`src/rtl/counter_loader.sv`:
```
// counter_loader: queues load commands, loads the counter, then checks its readback after a delay.
// Build option: define COUNTER_LOADER_RETRY_EN for one retry per command plus a retry_count output.

module counter_loader #(
    parameter int W          = 8,
    parameter int FIFO_DEPTH = 4,
    parameter int WAIT_W     = 8
) (
    input  logic              clk,
    input  logic              reset,
    input  logic              cmd_valid,
    output logic              cmd_ready,
    input  logic [W-1:0]      cmd_value,
    input  logic [WAIT_W-1:0] cmd_wait,
    output logic              wr,
    output logic [W-1:0]      wdata,
    input  logic [W-1:0]      cnt_data,
    output logic              busy,
    output logic              done,
    output logic              err,
    output logic [W-1:0]      err_value,
    output logic [7:0]        err_count
`ifdef COUNTER_LOADER_RETRY_EN
    ,
    output logic [7:0]        retry_count
`endif
);

    localparam int AW = (FIFO_DEPTH > 1) ? $clog2(FIFO_DEPTH) : 1;
    localparam logic [AW:0] FULL = (AW+1)'(FIFO_DEPTH);

    typedef enum logic [1:0] {
        S_IDLE,
        S_LOAD,
        S_WAIT
    } state_e;

    state_e state_q, state_d;

    logic [W-1:0]      val_mem  [FIFO_DEPTH];
    logic [WAIT_W-1:0] wait_mem [FIFO_DEPTH];
    logic [AW-1:0]     wptr_q, rptr_q;
    logic [AW:0]       count_q, count_d;
    logic              push, pop;

    logic [W-1:0]      wdata_q, wdata_d;
    logic [WAIT_W-1:0] nwait_q, nwait_d;
    logic [WAIT_W-1:0] rem_q, rem_d;
    logic              done_q, done_d;
    logic              err_q, err_d;
    logic [W-1:0]      err_value_q, err_value_d;
    logic [7:0]        err_count_q, err_count_d;
    logic              busy_q, busy_d;
    logic [W-1:0]      expect_val;
    logic              fail;
`ifdef COUNTER_LOADER_RETRY_EN
    logic              retried_q, retried_d;
    logic [7:0]        retry_count_q, retry_count_d;
`endif

    assign cmd_ready  = (count_q != FULL);
    assign push       = cmd_valid && cmd_ready;
    // wdata_q carries V for the whole command, so the expected value is derived from it.
    assign expect_val = wdata_q + W'(nwait_q);

    always_comb begin
        count_d = count_q;
        case ({push, pop})
            2'b10:   count_d = count_q + (AW+1)'(1);
            2'b01:   count_d = count_q - (AW+1)'(1);
            default: count_d = count_q;
        endcase
    end

    always_comb begin
        state_d     = state_q;
        wdata_d     = wdata_q;
        nwait_d     = nwait_q;
        rem_d       = rem_q;
        done_d      = 1'b0;
        err_d       = 1'b0;
        err_value_d = err_value_q;
        err_count_d = err_count_q;
        pop         = 1'b0;
        fail        = 1'b0;
`ifdef COUNTER_LOADER_RETRY_EN
        retried_d     = retried_q;
        retry_count_d = retry_count_q;
`endif
        case (state_q)
            S_IDLE: begin
                if (count_q != '0) begin
                    pop     = 1'b1;
                    wdata_d = val_mem[rptr_q];
                    nwait_d = wait_mem[rptr_q];
                    state_d = S_LOAD;
`ifdef COUNTER_LOADER_RETRY_EN
                    retried_d = 1'b0;
`endif
                end
            end
            S_LOAD: begin
                rem_d   = nwait_q;
                state_d = S_WAIT;
            end
            S_WAIT: begin
                if (rem_q != '0) begin
                    rem_d = rem_q - WAIT_W'(1);
                end else begin
                    state_d = S_IDLE;
                    if (cnt_data == expect_val) begin
                        done_d = 1'b1;
`ifdef COUNTER_LOADER_RETRY_EN
                        if (retried_q && (retry_count_q != 8'hFF))
                            retry_count_d = retry_count_q + 8'd1;
`endif
                    end else begin
`ifdef COUNTER_LOADER_RETRY_EN
                        if (!retried_q) begin
                            retried_d = 1'b1;
                            state_d   = S_LOAD;
                        end else begin
                            fail = 1'b1;
                        end
`else
                        fail = 1'b1;
`endif
                    end
                end
            end
            default: state_d = S_IDLE;
        endcase

        if (fail) begin
            err_d       = 1'b1;
            err_value_d = cnt_data;
            if (err_count_q != 8'hFF)
                err_count_d = err_count_q + 8'd1;
        end
        busy_d = (state_d != S_IDLE) || (count_d != '0);
    end

    always_ff @(posedge clk) begin
        if (push) begin
            val_mem[wptr_q]  <= cmd_value;
            wait_mem[wptr_q] <= cmd_wait;
        end
    end

    always_ff @(posedge clk) begin
        if (reset) begin
            state_q     <= S_IDLE;
            wptr_q      <= '0;
            rptr_q      <= '0;
            count_q     <= '0;
            wdata_q     <= '0;
            nwait_q     <= '0;
            rem_q       <= '0;
            done_q      <= 1'b0;
            err_q       <= 1'b0;
            err_value_q <= '0;
            err_count_q <= '0;
            busy_q      <= 1'b0;
`ifdef COUNTER_LOADER_RETRY_EN
            retried_q     <= 1'b0;
            retry_count_q <= '0;
`endif
        end else begin
            state_q     <= state_d;
            count_q     <= count_d;
            wdata_q     <= wdata_d;
            nwait_q     <= nwait_d;
            rem_q       <= rem_d;
            done_q      <= done_d;
            err_q       <= err_d;
            err_value_q <= err_value_d;
            err_count_q <= err_count_d;
            busy_q      <= busy_d;
            if (push) wptr_q <= wptr_q + AW'(1);
            if (pop)  rptr_q <= rptr_q + AW'(1);
`ifdef COUNTER_LOADER_RETRY_EN
            retried_q     <= retried_d;
            retry_count_q <= retry_count_d;
`endif
        end
    end

    assign wr        = (state_q == S_LOAD);
    assign wdata     = wdata_q;
    assign busy      = busy_q;
    assign done      = done_q;
    assign err       = err_q;
    assign err_value = err_value_q;
    assign err_count = err_count_q;
`ifdef COUNTER_LOADER_RETRY_EN
    assign retry_count = retry_count_q;
`endif

endmodule

```
`config.mk`:
```
export PLATFORM = sky130hd
export DESIGN_NAME = counter_loader
export DESIGN_NICKNAME = d
export VERILOG_FILES = /design/src/rtl/counter_loader.sv
export SDC_FILE = /design/constraint.sdc
export NUM_CORES = 1
export LEC_CHECK = 0
export ABC_CLOCK_PERIOD_IN_PS = 3340
export CELL_PAD_IN_SITES_DETAIL_PLACEMENT = 0
export CELL_PAD_IN_SITES_GLOBAL_PLACEMENT = 1
export CORE_ASPECT_RATIO = 2
export CORE_MARGIN = 4
export CORE_UTILIZATION = 45
export DETAILED_ROUTE_END_ITERATION = 16
export GPL_TIMING_DRIVEN = 0
export MAX_ROUTING_LAYER = met4
export PLACE_DENSITY_LB_ADDON = 0.1
export SLEW_MARGIN = 15
export SYNTH_ARGS = -nofsm -noshare
export SYNTH_HDL_FRONTEND = slang
export SYNTH_SLANG_ARGS = --single-unit
```
`constraint.sdc`:
```
create_clock -name clk -period 3.34 [get_ports clk]
set_input_delay 0.668 -clock clk [delete_from_list [all_inputs] [get_ports clk]]
set_output_delay 0.668 -clock clk [all_outputs]
set_load 0.02 [all_outputs]
```
# ---- Word-level counts from Yosys, hierarchy flattened
# Memory sizes are Yosys's and may differ from the RTL's. A register that Yosys moved wholly into a read port is not among the register bits.
# Cells that the tools add are included.
dict set report op_classes {
  add_sub_neg 7
  n_mul 0
  n_div 0
  n_lt_le_gt_ge 0
  n_eq_ne 8
  n_shift 0
  n_mux 15
  bitwise_logic 1
  n_reduce_logical 12
}
# operator n
set op_table {}
lappend op_table {{one-hot mux 8 bit (2 select lines)} 1}
lappend op_table {{two-way mux 1 bit} 9}
lappend op_table {{adder 8 x 1 -> 8 bit (second input constant)} 1}
lappend op_table {{adder 8 bit} 1}
lappend op_table {{equality test 8 bit} 1}
lappend op_table {{two-way mux 8 bit} 1}
lappend op_table {{!= test 8 bit (second input constant)} 1}
lappend op_table {{nonzero test 8 bit} 1}
lappend op_table {{subtractor 8 x 1 -> 8 bit (second input constant)} 1}
lappend op_table {{one-hot mux 2 bit (3 select lines)} 1}
lappend op_table {{one-hot mux 3 bit (2 select lines)} 1}
lappend op_table {{AND reduction 2 bit} 3}
lappend op_table {{nonzero test 3 bit} 2}
lappend op_table {{adder 2 x 1 -> 2 bit (second input constant)} 2}
lappend op_table {{equality test 2 x 1 -> 1 bit (second input constant)} 2}
lappend op_table {{equality test 2 bit (second input constant)} 2}
lappend op_table {{two-way mux 2 bit} 2}
lappend op_table {{nonzero test 2 bit} 2}
lappend op_table {{adder 3 x 1 -> 3 bit (second input constant)} 1}
lappend op_table {{!= test 3 bit (second input constant)} 1}
lappend op_table {{OR reduction 3 bit} 1}
lappend op_table {{subtractor 3 x 1 -> 3 bit (second input constant)} 1}
lappend op_table {{zero test 2 bit} 1}
lappend op_table {{!= test 2 bit (second input constant)} 1}
lappend op_table {{3 further kinds} 3}
dict set report totals {
  register_bits 36
  latch_bits 0
  mem_bits_rw 64
  rom_bits 0
  input_bits 27
  output_inout_bits 29
  word_cells 55
  mem_count 2
}
# memory depth width rd rd_ports_with_merged_regs write_ports line
set mem_list {}
lappend mem_list {val_mem 4 8 1 1 1 40} ;# logic [W-1:0] val_mem [FIFO_DEPTH];
lappend mem_list {wait_mem 4 8 1 1 1 41} ;# logic [WAIT_W-1:0] wait_mem [FIFO_DEPTH];

# ---- Logic depth before layout (Yosys ltp)
# Gate-level depths: netlist of run 1.
dict set report depth {
  word_depth 7
  depth_mapped 11
  ltp_nobuf 10
}

# ---- Least setup slack after synthesis of run 1
# OpenSTA, ideal clock, no wires.
dict set report synth_path {
  path_type {register to register}
  start {register wdata_q[0], in the netlist wdata[0] (read register of val_mem)}
  end {register err_value_q[0], in the netlist err_value[0]}
  arrival_time_ps 2687
  path_slack_ps 526
  stages_incl_launch_ff 12
  path_buffers 2
  period_less_slack_ps 2814
  path_cell_list {dfxtp_1 -> ha_1 -> fa_1 -> a211oi_1 -> o21bai_1 -> a21oi_1 -> xnor2_1 -> o41ai_2 -> buf_6 -> buf_2 -> mux2i_1 -> nor2_1}
}
dict set report synth_between {
  elab_chain_cells 5
}
# item line
set synth_lines {}
lappend synth_lines {{from (decl)} 46} ;# logic [W-1:0] wdata_q, wdata_d;
lappend synth_lines {{adder 8 bit} 64} ;# assign expect_val = wdata_q + W'(nwait_q);
lappend synth_lines {{equality test 8 bit} 111} ;# if (cnt_data == expect_val) begin
lappend synth_lines {{two-way mux 1 bit} 111}
lappend synth_lines {{two-way mux 1 bit} 107} ;# if (rem_q != '0) begin
lappend synth_lines {{two-way mux 1 bit} 90} ;# case (state_q)
lappend synth_lines {{to (signal assigned)} 176} ;# err_value_q <= err_value_d;
lappend synth_lines {{to (decl)} 51} ;# logic [W-1:0] err_value_q, err_value_d;
# Every way passes these cells.
# A chain may end at the register's enable or synchronous reset.

# ---- Worst setup path in the final report of run 1
dict set report layout_path {
  start {register nwait_q[0] (read register of wait_mem)}
  end {register err_value_q[5], in the netlist err_value[5]}
}
dict set report layout_between {
  elab_chain_cells 5
}
# item line
set layout_lines {}
lappend layout_lines {{from (decl)} 47} ;# logic [WAIT_W-1:0] nwait_q, nwait_d;
lappend layout_lines {{adder 8 bit} 64}
lappend layout_lines {{equality test 8 bit} 111}
lappend layout_lines {{two-way mux 1 bit} 111}
lappend layout_lines {{two-way mux 1 bit} 107}
lappend layout_lines {{two-way mux 1 bit} 90}
# Every way passes these cells.

==> results of run 1 <==
-- cells in the mapped netlist (3+ instances only) --
library cell / number
nand2b_1: 6
a211oi_1: 4
o21ai_0: 15
nor4_1: 4
inv_1: 9
a22oi_1: 3
nand2_1: 51
nor2_1: 34
mux4_2: 16
nor3_1: 4
or3_1: 4
nand3_1: 3
clkbuf_1: 13
and3_1: 7
mux2i_1: 11
edfxtp_1: 64
dfxtp_1: 52
ha_1: 15
a21oi_1: 32
xnor2_1: 16
xor2_1: 6
o31ai_1: 4
-- routing by layer --
layer | routed length, um | vias to the layer above
met5 | 0 | -
met4 | 148 | 0
met3 | 382 | 10
met2 | 6220 | 74
met1 | 3520 | 1550
li1 | - | 1601
-- logic make-up (layout without fill, tap and decap cells) --
group | Yosys count | count (layout) | synth area share
muxes | 28 | 28 | 0.0976
buffers and inverters | 26 | 112 | 0.0218
AOI/OAI and AO/OA | 67 | 67 | 0.0801
adders and majority gates | 17 | 17 | 0.0461
and+or+nand+nor | 123 | 123 | 0.115
DFF | 116 | 116 | 0.600
xor gates and xnor gates | 22 | 22 | 0.0390
-- state kept, by name, indices dropped and copies added, names as in the netlist, 2 cells and up --
register and cells:
nwait_q 8, rptr_q 2, count_q 3, state_q 2, wdata 8, err_value 8, err_count 8, rem_q 8
val_mem 32, wait_mem 32, wptr_q 2
-- worst max path at each step --
stage / from / end / slack, ns
after floorplan: wdata[0]$_SDFFE_PP0P_ / err_value[0]$_SDFFE_PP0P_ / 0.53
after global placement: nwait_q[0]$_SDFFE_PP0P_ / err_value[0]$_SDFFE_PP0P_ / 0.10
after detailed placement: nwait_q[0]$_SDFFE_PP0P_ / err_value[5]$_SDFFE_PP0P_ / 0.08
after CTS: nwait_q[0]$_SDFFE_PP0P_ / err_value[5]$_SDFFE_PP0P_ / 0.06
after global routing: nwait_q[0]$_SDFFE_PP0P_ / err_value[2]$_SDFFE_PP0P_ / 0.02
final: nwait_q[0]$_SDFFE_PP0P_ / err_value[5]$_SDFFE_PP0P_ / 0.19
-- tightest hold or removal path: cells and delay by family, from the launching register on --
| family | cells | cell delay (ns) |
|---|---|---|
| AOI/OAI and AO/OA | 1 | 0.05 |
| DFF | 1 | 0.32 |
| and+or+nand+nor | 1 | 0.06 |
-- power by group --
group / leakage [nW] / switching (mW) / internal, mW
Combinational: 0.980 / 1.04 / 0.813
Sequential: 1.01 / 0.203 / 1.77
Clock: 0.267 / 0.636 / 1.02
Total: 2.26 / 1.88 / 3.60
-- stage by stage --
| step | power (mW) | cell area [um2] | hold WS (ns) |
|---|---|---|---|
| 5_1_grt | 5.84 | 6220 | 0.512 |
| 3_3_place_gp | 3.82 | 5650 | 0.472 |
| 4_1_cts | 5.53 | 6200 | 0.483 |
| 2_1_floorplan | 3.28 | 4930 | 0.453 |
| 3_5_place_dp | 3.85 | 5650 | 0.474 |
| 6_report | 5.48 | 6220 | 0.481 |
-- area by class of cell --
cell class	count	area (um2)	share of cell area
inverter	10	37.5	0.00603
clock inverter	15	131	0.0211
timing repair buffer	54	541	0.0869
clock buffer	17	425	0.0684
tap	137	171	0.0276
buffer	16	70.1	0.0113
multi-input combinational	257	1880	0.302
sequential	116	2960	0.476
-- cells in the final DEF (no fill, tap or decap), types with 2 or more instances in the layout --
cell type / netlist / final
xnor2_1: 16 / 16
buf_2: 2 / 2
nor2b_1: 2 / 2
or4_1: 2 / 2
a22oi_1: 3 / 3
xor2_1: 6 / 6
clkinv_4: 0 / 4
nand3_1: 3 / 3
mux2i_1: 11 / 11
nor3_1: 4 / 4
o31ai_1: 4 / 3
nor4_1: 4 / 4
or3_1: 4 / 4
a21o_1: 2 / 2
dfxtp_1: 52 / 52
nand2_1: 51 / 51
and3_1: 7 / 7
clkdlybuf4s50_1: 0 / 54
nand2b_1: 6 / 6
inv_6: 0 / 4
clkbuf_16: 0 / 17
nor2_1: 34 / 34
inv_1: 9 / 9
a211oi_1: 4 / 4
fa_1: 2 / 2
ha_1: 15 / 15
clkinv_1: 0 / 3
o21ai_0: 15 / 15
mux4_2: 16 / 16
a21oi_1: 32 / 32
edfxtp_1: 64 / 64
clkbuf_1: 13 / 13
clkinvlp_4: 0 / 2
==> summary.md, run 1 <==
| Metric | Value |
|---|---|
| Status | `completed` |
| Detail Route Antenna Nets | `0` |
| FF-to-FF End | `err_value[5]$_SDFFE_PP0P_` |
| Ports | `56` |
| Yosys reg bits | `116` |
| Via density | `5.20` |
| Initial core utilization | `0.465` |
| Top_reg_cell synth | `edfxtp_1` |
| Met2 Track Usage GR | `0.342` |
| Leakage | `2.26 nW` |
| Via count | `3235` |
| Diode count | `0` |
| Largest net degree at the start of global routing | `17` |
| Gate count after technology mapping | `399` |
| Crit-path cells | `ha_1 > fa_1 > a211oi_1 > o21bai_1 > a21oi_1 > xnor2_1 > o41ai_4 > buf_6 > buf_2 > mux2i_1 > nor2_1` |
| Slew Viols, Final | `0` |
| Critical path's largest stage delay | `0.50 ns` |
| Max Cap Violations | `0` |
| Die ar. | `12800 um2` |
| # fillers | `886` |
| TNS Setup | `0 ns` |
| Worst-path clk slew | `0.06 ns` |
| Family with the most delay on the worst path | `compound AO/OA/AOI/OAI gates` |
| Post-placement cell count | `590` |
| H-tree depth | `4` |
| Reg2reg start | `nwait_q[0]$_SDFFE_PP0P_` |
| Total wire length | `10.3 mm` |
| Ranking of synthesized cells by area | `edfxtp_1 (39%), dfxtp_1 (21%), mux4_2 (7.3%), nand2_1 (3.9%), ha_1 (3.8%)` |
| Number of synthesized flops with an enable pin | `64` |
| Syn_area_per_cell | `12.4 um2` |
| First-pass detailed-route iteration total | `4` |
| Fin. Hold Viols | `0` |
| Kind of critical path | `reg -> reg` |
| Post-synth cell types | `43` |
| Cts hold-fix bufs | `0` |
| Tcrit/Tclk final | `0.943` |
| Hold Startpoint | `wdata[0]$_SDFFE_PP0P_` |
| Hold EP | `wdata[0]$_SDFFE_PP0P_` |
| Peak supply drop | `0.000457 V` |
| Post-CTS Resized | `0` |
| Die span in y | `156 um` |
| Setup Buffers After CTS | `0` |
| Post-layout util | `0.586` |
| Clk sinks | `116` |
| Arr. time, crit path | `3.42 ns` |
| RSZ-0062 raised after global routing | `false` |
| Critical Path RT | `3.61 ns` |
| Wirelength per Cell | `16.5 um` |
| PortBufs | `54` |
| Gr usage total | `0.180` |
| Worst-path fanout max | `10` |
| Sequential area share after synthesis | `0.600` |
| DRT iter0 DRCs | `108` |
| Max Fclk | `318 MHz` |
| Skew final | `0.00923 ns` |
| Placer congestion estimate | `0.810` |
| Die width | `82.0 um` |
| Critical Path Source Type | `flop` |
| Ratio of cells with drive above 1 in the final layout | `0.115` |
| CTS tree | `yes` |
| Global-route wire length before repair | `16.2 mm` |
| Vias in the first global route | `3303` |
| Max-Slew Margin vs Limit | `0.420` |
| Hold path cells | `2` |
| Reg2Reg Depth | `11` |
| PwrDens | `881 nW/um2` |
| DRC viols | `0` |
| TritonCTS Buffers | `17` |
| Area of the core | `10600 um2` |
| R2r setup slk | `0.19 ns` |
| Syn_nets | `443` |
| Final setup viols | `0` |
| Mapped Area | `4930 um2` |
| Global route total overflow | `0` |
| Clk_lat worst skew | `0.41 ns` |
| Hold Path Class | `reg -> reg` |
| Met3 GRT Util | `0.0486` |
| Final HPWL DP | `7.72 mm` |
| Clock Path Buffers | `2` |
| Met1 Usage GRT | `0.163` |
| Worst Setup End Kind | `flop` |
| Fin crit period | `3.15 ns` |
| Yosys top cell area share | `0.389` |
| Yosys warnings | `0` |
| Initial antenna violation count | `0` |
| Slowest CP cell | `o41ai_4` |
| Async SR Flop Fraction | `0` |
| Least-Margin Pin Slew | `0.869 ns` |
| Post-synth top area cell | `edfxtp_1` |
| P&R area growth vs syn | `26.0%` |
| Pre-CTS WS | `0.0782 ns` |
| Final cell count without fillers | `622` |
| CTS root buffer | `clkbuf_16` |
| GRT busiest layer | `met2` |
| Levels on crit path | `11` |
| Final WS setup | `0.191 ns` |
| Crit path buffers/inverters | `2` |
| Final #Nets | `516` |
| Num rows | `53` |
Power figures use the tool's default switching activity.
==> run 2: changes to the inputs <==
ABC_CLOCK_PERIOD_IN_PS = 2640   (was 3340)
CORE_UTILIZATION = 41   (was 45)
SLEW_MARGIN = not set   (was 15)
clock period = 2.64 ns   (was 3.34 ns; I/O delays follow)
==> run 2 against run 1 <==
The flow now finishes with violations (setup timing). Via count increased by 2.4%. Final area increased by 4.4%. Global-route usage decreased by 0.56 points. Clock power increased by 49%. Maximum frequency increased by 16%. Hold slack improved by 0.0051 ns. Clock skew about the same. Sequential cell count unchanged. Power increased by 38%. Sequential share of layout area decreased by 1.8 points. Critical path type unchanged. Critical endpoint unchanged. Largest cell class unchanged.
==> summary.md, run 2 (synthesis gave the netlist of run 1 again) <==
| Metric | Value |
|---|---|
| CTS tree | `yes` |
| Final #Nets | `521` |
| Ratio of cells with drive above 1 in the final layout | `0.163` |
| Kind of critical path | `reg -> reg` |
| Max-Slew Margin vs Limit | `0.388` |
| Initial core utilization | `0.419` |
| Arr. time, crit path | `2.97 ns` |
| Status | `complete, but fails checks` |
| CTS root buffer | `clkbuf_16` |
| Post-route cell area | `6490 um2` |
| Diode count | `0` |
| Final HPWL DP | `8.02 mm` |
| Via count | `3314` |
| P&R area growth vs syn | `31.6%` |
| Global route total overflow | `0` |
| Final WS setup | `-0.0688 ns` |
| R2r setup slk | `-0.07 ns` |
| Die ar. | `14000 um2` |
| Max Fclk | `369 MHz` |
| Hold path cells | `2` |
| Global-route wire length before repair | `17.6 mm` |
| Clk sinks | `116` |
| H-tree depth | `4` |
| Leading cell type in the layout, fill and taps excluded | `edfxtp_1` |
| TNS Setup | `-0.594 ns` |
| Commonest non-fill, non-tap cells in the layout | `edfxtp_1 (64), clkdlybuf4s50_1 (54), nand2_1 (51)` |
| Post-placement cell count | `598` |
| Post-DP Area | `5670 um2` |
| DRC viols | `0` |
| Hold EP | `nwait_q[5]$_SDFFE_PP0P_` |
| Least-Margin Pin Slew | `0.918 ns` |
| RSZ-0062 raised after global routing | `true` |
| Peak supply drop | `0.000557 V` |
| Failing checks | `setup timing` |
| Total wire length | `11.1 mm` |
| PortBufs | `54` |
| Placer congestion estimate | `0.890` |
| Worst-path clk slew | `0.06 ns` |
| Initial antenna violation count | `0` |
| Hold Startpoint | `nwait_q[5]$_SDFFE_PP0P_` |
| TritonCTS Buffers | `17` |
| FF-to-FF End | `err_value[5]$_SDFFE_PP0P_` |
| Fin. Hold Viols | `0` |
| Skew final | `0.00951 ns` |
| Slew Viols, Final | `0` |
| Final cell count without fillers | `635` |
| Largest net degree at the start of global routing | `20` |
| DRT iter0 DRCs | `110` |
| Worst-path fanout max | `5` |
| Reg2reg start | `nwait_q[0]$_SDFFE_PP0P_` |
| Hold Path Class | `reg -> reg` |
| Clk_lat worst skew | `0.40 ns` |
| First-pass detailed-route iteration total | `4` |
| Final setup viols | `14` |
| Critical Path RT | `2.90 ns` |
| Area of the core | `11800 um2` |
| Num rows | `56` |
| Reg2Reg Depth | `11` |
| Die width | `85.6 um` |
| Leakage | `2.35 nW` |
| # fillers | `1010` |
| Tcrit/Tclk final | `1.03` |
| Die span in y | `163 um` |
| Fin crit period | `2.71 ns` |
| Ports | `56` |
| Critical Path Source Type | `flop` |
| Wirelength per Cell | `17.5 um` |
| PwrDens | `1160 nW/um2` |
| Gr usage total | `0.175` |
| Vias in the first global route | `3447` |
| Total chip power | `7.56 mW` |
| Via density | `5.22` |
| Worst Setup End Kind | `flop` |
| Clock Path Buffers | `2` |
| Max Cap Violations | `0` |
| Detail Route Antenna Nets | `0` |
| Top flop regs | `val_mem (32), wait_mem (32)` |
| Post-layout util | `0.552` |
[run 2: changes by cell type in the layout (fill, tap and decap cells not counted), moves of 3 or more]
cell,delta
dfxtp_1,-5
buf_4,+4
inv_6,-3
bufinv_16,+4
dfxtp_2,+3
[run 2: how the worst max path moves through the flow]
stage	to	startpoint	depth (start not counted)	slack (ns)
5_1_grt	err_value[4]$_SDFFE_PP0P_	nwait_q[0]$_SDFFE_PP0P_	12	-0.21
2_1_floorplan	err_value[0]$_SDFFE_PP0P_	wdata[0]$_SDFFE_PP0P_	11	0.004
6_report	err_value[5]$_SDFFE_PP0P_	nwait_q[0]$_SDFFE_PP0P_	11	-0.07
3_3_place_gp	busy$_SDFF_PP0_	count_q[0]$_SDFF_PP0_	9	-0.62
3_5_place_dp	busy$_SDFF_PP0_	count_q[0]$_SDFF_PP0_	9	-0.63
4_1_cts	err_value[4]$_SDFFE_PP0P_	nwait_q[0]$_SDFFE_PP0P_	11	-0.11
[run 2: area by class of cell]
| class | instances | area, um2 | area share |
|---|---|---|---|
| Clock buffer | 19 | 433 | 0.0667 |
| Buffer | 15 | 81.3 | 0.0125 |
| Tap cell | 145 | 181 | 0.0279 |
| Sequential cell | 116 | 2970 | 0.458 |
| Multi-Input combinational cell | 257 | 1970 | 0.304 |
| Clock inverter | 13 | 206 | 0.0318 |
| Timing Repair Buffer | 60 | 609 | 0.0938 |
| Inverter | 10 | 37.5 | 0.00578 |
[run 2: per-stage QoR]
| stage | setup WS (ns) | hold WS (ns) |
|---|---|---|
| detailed placement | -0.626 | 0.483 |
| CTS | -0.110 | 0.489 |
| global route | -0.207 | 0.510 |
| finish | -0.0688 | 0.486 |
| global placement | -0.615 | 0.476 |
| floorplan | 0.00374 | 0.453 |
[run 2: critical path, cell delays in order (launching register included)]
cell and delay, ns:
dfxtp_4 0.37, ha_4 0.16, fa_2 0.37, a21o_1 0.20, a21oi_2 0.13, xnor2_1 0.15
nand3_2 0.13, o41ai_4 0.49, buf_6 0.21, buf_12 0.12, mux2i_1 0.18, nor2_1 0.06
[run 2: what timing repair did]
item | in CTS | in global routing
endpoints found under the setup margin | 21 | 19
hold buffers | 0 | 0
pin swaps | 7 | 8
cloned | 1 | 0
resized for setup | 24 | 7
buffers inserted | 3 | 2
[run 2: where the power goes]
| part | switching [mW] | internal, mW |
|---|---|---|
| sequential | 0.270 | 2.25 |
| clock | 0.798 | 1.67 |
| combinational | 1.42 | 1.15 |
[run 2: metal layers]
| metal | vias to the layer above | share of wire | GRT usage |
|---|---|---|---|
| li1 | 1615 | - | - |
| met1 | 1606 | 0.35 | 0.154 |
| met2 | 78 | 0.60 | 0.340 |
| met3 | 15 | 0.028 | 0.0333 |
| met4 | 0 | 0.023 | 0.0865 |
| met5 | - | 0 | - |
==> run 3: changes to the inputs <==
TNS_END_PERCENT = 5   (was not set)
==> run 3 against run 2 <==
The flow still finishes with violations (setup timing). Register-to-register slack better by 0.02 ns. Sequential cell count stayed put. Clock power hardly changed. Worst setup slack better by 0.022 ns. Clock-buffer cell count stayed put. Utilization is 0.39 points lower. Global-route usage is 0.20 points lower. Hold slack better by 0.0037 ns. Power is 0.17% lower. Clock skew is 0.0068 ns higher. Wire length is 0.95% lower. Largest cell class unchanged.
==> summary.md, run 3 (synthesis gave the netlist of run 1 again) <==
| Metric | Value |
|---|---|
| Max-Slew Margin vs Limit | `0.389` |
| Max Cap Violations | `0` |
| P&R area growth vs syn | `30.7%` |
| Tcrit/Tclk final | `1.02` |
| PwrDens | `1170 nW/um2` |
| Initial antenna violation count | `0` |
| Worst-path clk slew | `0.05 ns` |
| Met3 GRT Util | `0.0419` |
| DRC viols | `0` |
| Die ar. | `14000 um2` |
| Peak supply drop | `0.000560 V` |
| Fin. Hold Viols | `0` |
| Critical Path Source Type | `flop` |
| PortBufs | `54` |
| Final WS setup | `-0.0469 ns` |
| Worst-path fanout max | `10` |
| Critical Path RT | `2.90 ns` |
| Slowest CP cell | `dfxtp_4` |
| R2r setup slk | `-0.05 ns` |
| DRT iter0 DRCs | `105` |
| Diode count | `0` |
| Gr usage total | `0.173` |
| Skew final | `0.0163 ns` |
| Fin crit period | `2.69 ns` |
| Least-Margin Pin Slew | `0.916 ns` |
| Kind of critical path | `reg -> reg` |
| Commonest non-fill, non-tap cells in the layout | `edfxtp_1 (64), clkdlybuf4s50_1 (54), nand2_1 (51)` |
| Largest net degree at the start of global routing | `20` |
| First-pass detailed-route iteration total | `4` |
| Met1 Usage GRT | `0.152` |
| Reg2reg start | `nwait_q[1]$_SDFFE_PP0P_` |
| Worst Setup SP | `nwait_q[1]$_SDFFE_PP0P_` |
| Hold Path Class | `reg -> reg` |
| Total wire length | `11.0 mm` |
| Arr. time, crit path | `2.94 ns` |
| Final #Nets | `518` |
| Post-placement cell count | `598` |
| Ports | `56` |
| Global-route wire length before repair | `17.4 mm` |
| Clk_lat worst skew | `0.41 ns` |
| Critical path's largest stage delay | `0.38 ns` |
| Leading cell type in the layout, fill and taps excluded | `edfxtp_1` |
| TritonCTS Buffers | `17` |
| Via density | `5.20` |
| CTS tree | `yes` |
| Reg2Reg Depth | `11` |
| Slew Viols, Final | `0` |
| FF-to-FF End | `err_value[5]$_SDFFE_PP0P_` |
| Initial core utilization | `0.419` |
| Top flop regs | `val_mem (32), wait_mem (32)` |
| Hold Startpoint | `nwait_q[5]$_SDFFE_PP0P_` |
| Clk sinks | `116` |
| RSZ-0062 raised after global routing | `true` |
| Status | `complete, but fails checks` |
| Cts hold-fix bufs | `0` |
| Die width | `85.6 um` |
| Via count | `3284` |
| Worst Setup End Kind | `flop` |
| Final HPWL DP | `8.02 mm` |
| Leakage | `2.32 nW` |
| Max Fclk | `372 MHz` |
| Hold path cells | `2` |
| Final setup viols | `11` |
| CTS root buffer | `clkbuf_16` |
| Placer congestion estimate | `0.890` |
| Global route total overflow | `0` |
| Clock Path Buffers | `2` |
| Ratio of cells with drive above 1 in the final layout | `0.158` |
| Wirelength per Cell | `17.4 um` |
| Num rows | `56` |
| Area of the core | `11800 um2` |
| Met2 Track Usage GR | `0.326` |
| Die span in y | `163 um` |
| Crit-path cells | `ha_1 > a211oi_2 > o21ai_2 > o31ai_2 > xnor2_2 > o41ai_4 > buf_4 > buf_6 > buf_12 > mux2i_1 > nor2_1` |
| H-tree depth | `4` |
| Pre-CTS WS | `-0.626 ns` |
| Final cell count without fillers | `632` |
| GRT busiest layer | `met2` |
| Failing checks | `setup timing` |
| Worst Hold Slack | `0.489 ns` |
| Vias in the first global route | `3442` |
| Hold EP | `nwait_q[5]$_SDFFE_PP0P_` |
| Total chip power | `7.55 mW` |
| Detail Route Antenna Nets | `0` |
[run 3: layer usage]
layer	vias up	part of all wire
li1	1609	-
met3	12	0.032
met2	67	0.59
met5	-	0
met1	1596	0.35
met4	0	0.027
[run 3: what timing repair did]
action	4_1_cts	5_1_grt
hold endpoints to repair	0	0
buffers inserted	1	2
pin swaps	6	2
gates resized for setup	21	8
endpoints found under the setup margin	21	16
[run 3: how the worst max path moves through the flow]
stage | end | slack (ns) | depth (start not counted)
after floorplan | err_value[0]$_SDFFE_PP0P_ | 0.004 | 11
after global placement | busy$_SDFF_PP0_ | -0.62 | 9
after detailed placement | busy$_SDFF_PP0_ | -0.63 | 9
after CTS | err_value[4]$_SDFFE_PP0P_ | -0.08 | 10
after global routing | err_value[4]$_SDFFE_PP0P_ | -0.18 | 11
final | err_value[5]$_SDFFE_PP0P_ | -0.05 | 11
[run 3: cell type report]
cell class              instances  area [um2]
fillers                      1023        5320
flip-flops and latches        116        2980
multi-input cells             257        1970
repair buffers                 57         563
clock buffers                  19         433
clock inverters                13         206
well taps                     145         181
plain buffers                  15        81.3
inverters                      10        37.5
[run 3: worst max-delay path: cells and delay by family, from the launching register on]
family,cells,cell delay [ns]
mux,1,0.18
simple gates,1,0.05
compound gates,4,1.05
buf+inv,3,0.43
flops,1,0.38
fa+ha+maj,1,0.32
xor+xnor,1,0.13
[run 3: stage by stage]
step | utilization | setup TNS (ns) | area, um2
after detailed placement | 0.481 | -8.82 | 5670
after global routing | 0.548 | -2.16 | 6450
after floorplan | - | 0 | 4940
after global placement | 0.481 | -8.11 | 5670
after CTS | 0.544 | -0.558 | 6400
final | 0.548 | -0.308 | 6450
[run 3: report_power, final]
| part | switching [mW] | internal (mW) | total [mW] |
|---|---|---|---|
| Clock | 0.802 | 1.67 | 2.47 |
| Sequential | 0.272 | 2.25 | 2.52 |
| Combinational | 1.41 | 1.14 | 2.55 |
==> variant 1, RTL diff (flow settings as in run 2) <==
Put one more register stage on the output `err`, with the module's reset. The value now appears one clock later. The other outputs are not delayed to match.
--- a/src/rtl/counter_loader.sv
+++ b/src/rtl/counter_loader.sv
@@ -189,7 +189,13 @@
     assign wdata     = wdata_q;
     assign busy      = busy_q;
     assign done      = done_q;
-    assign err       = err_q;
+    always_ff @(posedge clk) begin
+        if (reset) begin
+            err <= '0;
+        end else begin
+            err <= err_q;
+        end
+    end
     assign err_value = err_value_q;
     assign err_count = err_count_q;
 `ifdef COUNTER_LOADER_RETRY_EN
Check against the original RTL: not equivalent (a bounded check fails within 10 cycles, from zero or initial values and one cycle with reset high).
==> variant 1 against run 2 <==
Area after synthesis increased by 3.1%; via count decreased by 0.75%; sequential cell count increased by 1; total power decreased by 7.6%; clock power decreased by 14%; setup slack improved by 0.13 ns; routed wire length decreased by 1.1%; synthesized cell count increased by 1.0%; utilization decreased by 1.8 points; design area decreased by 0.33%; critical path type unchanged; highest routed layer unchanged.
==> variant 1: results (changes against run 2) <==
[status]
status = finished, final reports clean

[detailed_routing]
routed_wirelength_um = 11000  ; -1.1%
detailedRoute.firstPassIterationCount = 4  ; unchanged
detail_route.vias_per_cell = 5.15  ; -1.4%
drc_violation_total_after_the_first_tritonroute_iteration = 81  ; -26%

[final_layout]
final_nets = 523  ; +0.38%
post_route_cells_drive_above_1_share = 0.175  ; +0.0115
insertedDiodeCount = 0  ; unchanged
layout_top_registers = val_mem (32), wait_mem (32)
fillers = 1093  ; +8.2%

[setup_path]
critical-path-max-stage-delay_ns = 0.43  ; -0.06 ns
timing.critical_path.from_type = flop
r2r_setup_slack_ns = 0.06  ; +0.13 ns
critPathArrivalTime_ns = 2.86  ; -0.11 ns
path_max_fanout = 6  ; +1
worst_setup_path_endpoint = err_count[3]$_SDFFE_PP0P_
critical-path-slowest-cell = sky130_fd_sc_hd__fa_2
worst_r2r_path_depth = 9  ; -2
worstReg2RegStart = nwait_q[0]$_SDFFE_PP0P_

[sta]
finalClockSkew_ns = 0.0102  ; +0.000704 ns
final.hold.worst_slack_ns = 0.435  ; -0.0506 ns
worst-slew-pin-transition_ns = 0.903  ; -0.0151 ns

[clock_tree]
clock_tree.htree_level_count = 4  ; unchanged
clk_pin_slew_ns = 0.06  ; about the same
cts-buffers-inserted = 17  ; unchanged
cts_setup_buffers = 3  ; unchanged
clockRootBuffer = sky130_fd_sc_hd__clkbuf_16
worstSkewPairLatency_ns = 0.40  ; about the same
cts.repair.resized = 5  ; -79%
ctsLongestPathBuffers = 2  ; unchanged

[logic_synthesis]
leading_register_cell_type_out_of_synthesis = sky130_fd_sc_hd__edfxtp_1
seq_area_frac_synth = 0.586  ; -0.0141
postSynth.asyncResetShare = 0  ; unchanged
synth-warning-count = 0  ; unchanged
synth.net_count = 447  ; +0.90%
synth.cells.most_frequent = sky130_fd_sc_hd__edfxtp_1, sky130_fd_sc_hd__dfxtp_1, sky130_fd_sc_hd__nand2_1
synth.area.top_cells = sky130_fd_sc_hd__edfxtp_1, sky130_fd_sc_hd__dfxtp_1, sky130_fd_sc_hd__mux4_2
synth.distinct_cells = 53  ; +23%
synth_enable_flop_cells = 64  ; unchanged

[placement]
gpl.final_weighted_congestion = 0.824  ; -7.4%
io_buffers = 55  ; +1.9%
total_cell_area_at_the_placement_stage_um2 = 5820  ; +2.8%
dpl.hpwl_um = 8280  ; +3.2%

[power]
power.ir.vdd_worst_uv = 843  ; +51%
leakagePower_nw = 2.31  ; -1.6%

[global_route]
global_route.usage.total = 0.170  ; -0.00526
antenna_violations_before_repair = 0  ; unchanged
pin_count_of_the_biggest_net_entering_global_routing = 19  ; -5.0%
vias_in_the_first_global_route = 3429  ; -0.52%
grt_first_pass_wirelength_um = 17700  ; +0.35%

[worst_hold_path]
min_delay_worst_endpoint = err$_SDFF_PP0_
hold_path_depth = 1  ; -1
holdCritStartpoint = err_q$_SDFF_PP0_
worst_hold_path_type = reg2reg

variant 1: logic make-up after synthesis:
kind of cell    count (synthesis)  share of synthesized area
buf+inv                        29                     0.0278
xor+xnor                       23                     0.0396
flops                         117                      0.586
mux                            28                     0.0964
simple gates                  125                      0.121
compound gates                 64                     0.0839
fa+ha+maj                      17                     0.0448
variant 1: worst max-delay path: cells and delay by family (launching register included):
kind / cells / cell delay, ns
compound gates: 4 / 0.81
fa+ha+maj: 2 / 0.60
flops: 1 / 0.37
xor+xnor: 1 / 0.13
mux: 1 / 0.29
simple gates: 1 / 0.25
variant 1: power by group:
part / internal (W) / leakage (nW) / switching [W] / total (W)
Clock: 0.00130 / 0.271 / 0.000819 / 0.00212
Combinational: 0.00105 / 1.02 / 0.00133 / 0.00239
Sequential: 0.00225 / 1.02 / 0.000238 / 0.00249
variant 1: metal layers:
metal / up-vias / track usage / routed length, um
met5: - / - / 0
met4: 0 / 0.0716 / 252
met3: 18 / 0.0353 / 277
met2: 59 / 0.328 / 6570
met1: 1584 / 0.155 / 3870
li1: 1628 / - / -
variant 1: layout make-up:
type | instances | area, um2 | share of cell area
Sequential cell | 117 | 2990 | 0.462
Multi-Input combinational cell | 257 | 2010 | 0.310
Timing Repair Buffer | 59 | 593 | 0.0916
Clock buffer | 18 | 429 | 0.0663
Tap cell | 147 | 184 | 0.0284
Clock inverter | 14 | 130 | 0.0201
Buffer | 15 | 92.6 | 0.0143
Inverter | 12 | 47.5 | 0.00734
variant 1: per-stage QoR:
step                      cells  power, W  utilization  setup WS [ns]
after floorplan             403   0.00413            -        0.00658
after global placement      605   0.00481        0.480         -0.518
after detailed placement    605   0.00486        0.480         -0.546
after CTS                   639   0.00707        0.531         0.0103
after global routing        639   0.00745        0.534        -0.0379
final                       639   0.00699        0.534         0.0595
==> variant 2, RTL diff (flow settings as in run 2) <==
Made on the original files. The parameter `W` goes from 8 to 7.
--- a/src/rtl/counter_loader.sv
+++ b/src/rtl/counter_loader.sv
@@ -2,7 +2,7 @@
 // Build option: define COUNTER_LOADER_RETRY_EN for one retry per command plus a retry_count output.
 
 module counter_loader #(
-    parameter int W          = 8,
+    parameter int W          = 7,
     parameter int FIFO_DEPTH = 4,
     parameter int WAIT_W     = 8
 ) (
Ports: changed (resized cmd_value, cnt_data, err_value and wdata); port bits go from 56 to 52. The function was not compared with the original's and may differ.
==> variant 2 against run 2 <==
Setup slack gained 0.22 ns; sequential cell count shrank 6; area after synthesis shrank 4.1%; utilization shrank 3.5 points; design area shrank 10%; sequential power shrank 7%; sequential share of layout area grew 2.3 points; worst hold slack lost 0.0026 ns; total power shrank 18%; die area shrank 3.8%; combinational power shrank 11%; routed wire length shrank 9.4%; count of clock-buffer cells in the layout shrank 10; critical path type unchanged; largest cell class unchanged; largest power group is now sequential cells.
==> variant 2: results (changes against run 2) <==
[logic_synthesis]
seq_area_frac_synth = 0.592  ; -0.00813
synth.cells.most_frequent = sky130_fd_sc_hd__edfxtp_1, sky130_fd_sc_hd__dfxtp_1, sky130_fd_sc_hd__nand2_1
synth.area.top_cells = sky130_fd_sc_hd__edfxtp_1, sky130_fd_sc_hd__dfxtp_1, sky130_fd_sc_hd__mux4_2
synth.distinct_cells = 52  ; +21%
synth_enable_flop_cells = 60  ; -6.3%
synth.net_count = 420  ; -5.2%

[worst_hold_path]
min_delay_worst_endpoint = wdata[4]$_SDFFE_PP0P_

[final_layout]
clockNetworkAreaShare = 0.0603  ; -0.0382
layout_top_registers = wait_mem (32), val_mem (28)
seqCellArea_um2 = 2810  ; -5.7%
nonClockBufferCount = 68  ; -9.3%
area_growth_pct = 23.2
fillers = 1028  ; +1.8%
multi_input_area_share = 0.315  ; +0.0111

[global_route]
met1_usage = 0.149  ; -0.00522
grt_util_met3 = 0.0294  ; -0.00389
global_route.usage.met2 = 0.314  ; -0.0256

[power]
power.ir.vdd_worst_uv = 598  ; +7.4%

[setup_path]
worst_r2r_path_depth = 10  ; -1
critPathArrivalTime_ns = 2.73  ; -0.24 ns
critical-path-slowest-cell = sky130_fd_sc_hd__fa_1
crit_path_leading_delay_family = adder cells
path_max_fanout = 4  ; -1
worst_setup_path_endpoint = err_count[2]$_SDFFE_PP0P_

[detailed_routing]
detail_route.vias_per_cell = 5.14  ; -1.4%
met2RoutedLength_um = 5970  ; -10%

[placement]
total_cell_area_at_the_placement_stage_um2 = 5410  ; -4.5%
gpl.final_weighted_congestion = 0.850  ; -4.5%
place.detailed.instances = 572  ; -4.3%
place_ws_ns = -0.484  ; +0.142 ns
dpl.hpwl_um = 7690  ; -4.2%

[clock_tree]
cts-buffers-inserted = 9  ; -8
cts.repair.resized = 4  ; -83%
clock_sinks = 110  ; -5.2%
clock_tree.htree_level_count = 3  ; -1

[status]
status = finished, final reports clean

[die]
die_x_um = 84.0  ; -1.9%

[sta]
worst-slew-pin-transition_ns = 0.834  ; -0.0843 ns
timing.final.ws_setup_ns = 0.148  ; +0.216 ns

variant 2: where the power goes:
| group | internal (W) | switching, W | total, W |
|---|---|---|---|
| sequential | 0.00212 | 0.000235 | 0.00235 |
| combinational | 0.00103 | 0.00126 | 0.00229 |
| clock | 0.000939 | 0.000621 | 0.00156 |
| total | 0.00409 | 0.00212 | 0.00621 |
variant 2: logic make-up (layout without fill, tap and decap cells):
logic type      after synthesis  count (layout)  share of synthesized area
simple gates                126             126                      0.132
flops                       110             110                      0.592
compound gates               53              53                     0.0703
mux                          30              30                      0.105
buf+inv                      28              96                     0.0243
xor+xnor                     18              18                     0.0333
fa+ha+maj                    15              15                     0.0428
variant 2: tightest hold or removal path, cell delays in order (launching register included):
cell and delay (ns):
sky130_fd_sc_hd__dfxtp_1 0.33, sky130_fd_sc_hd__nand2_1 0.06, sky130_fd_sc_hd__a21oi_1 0.05
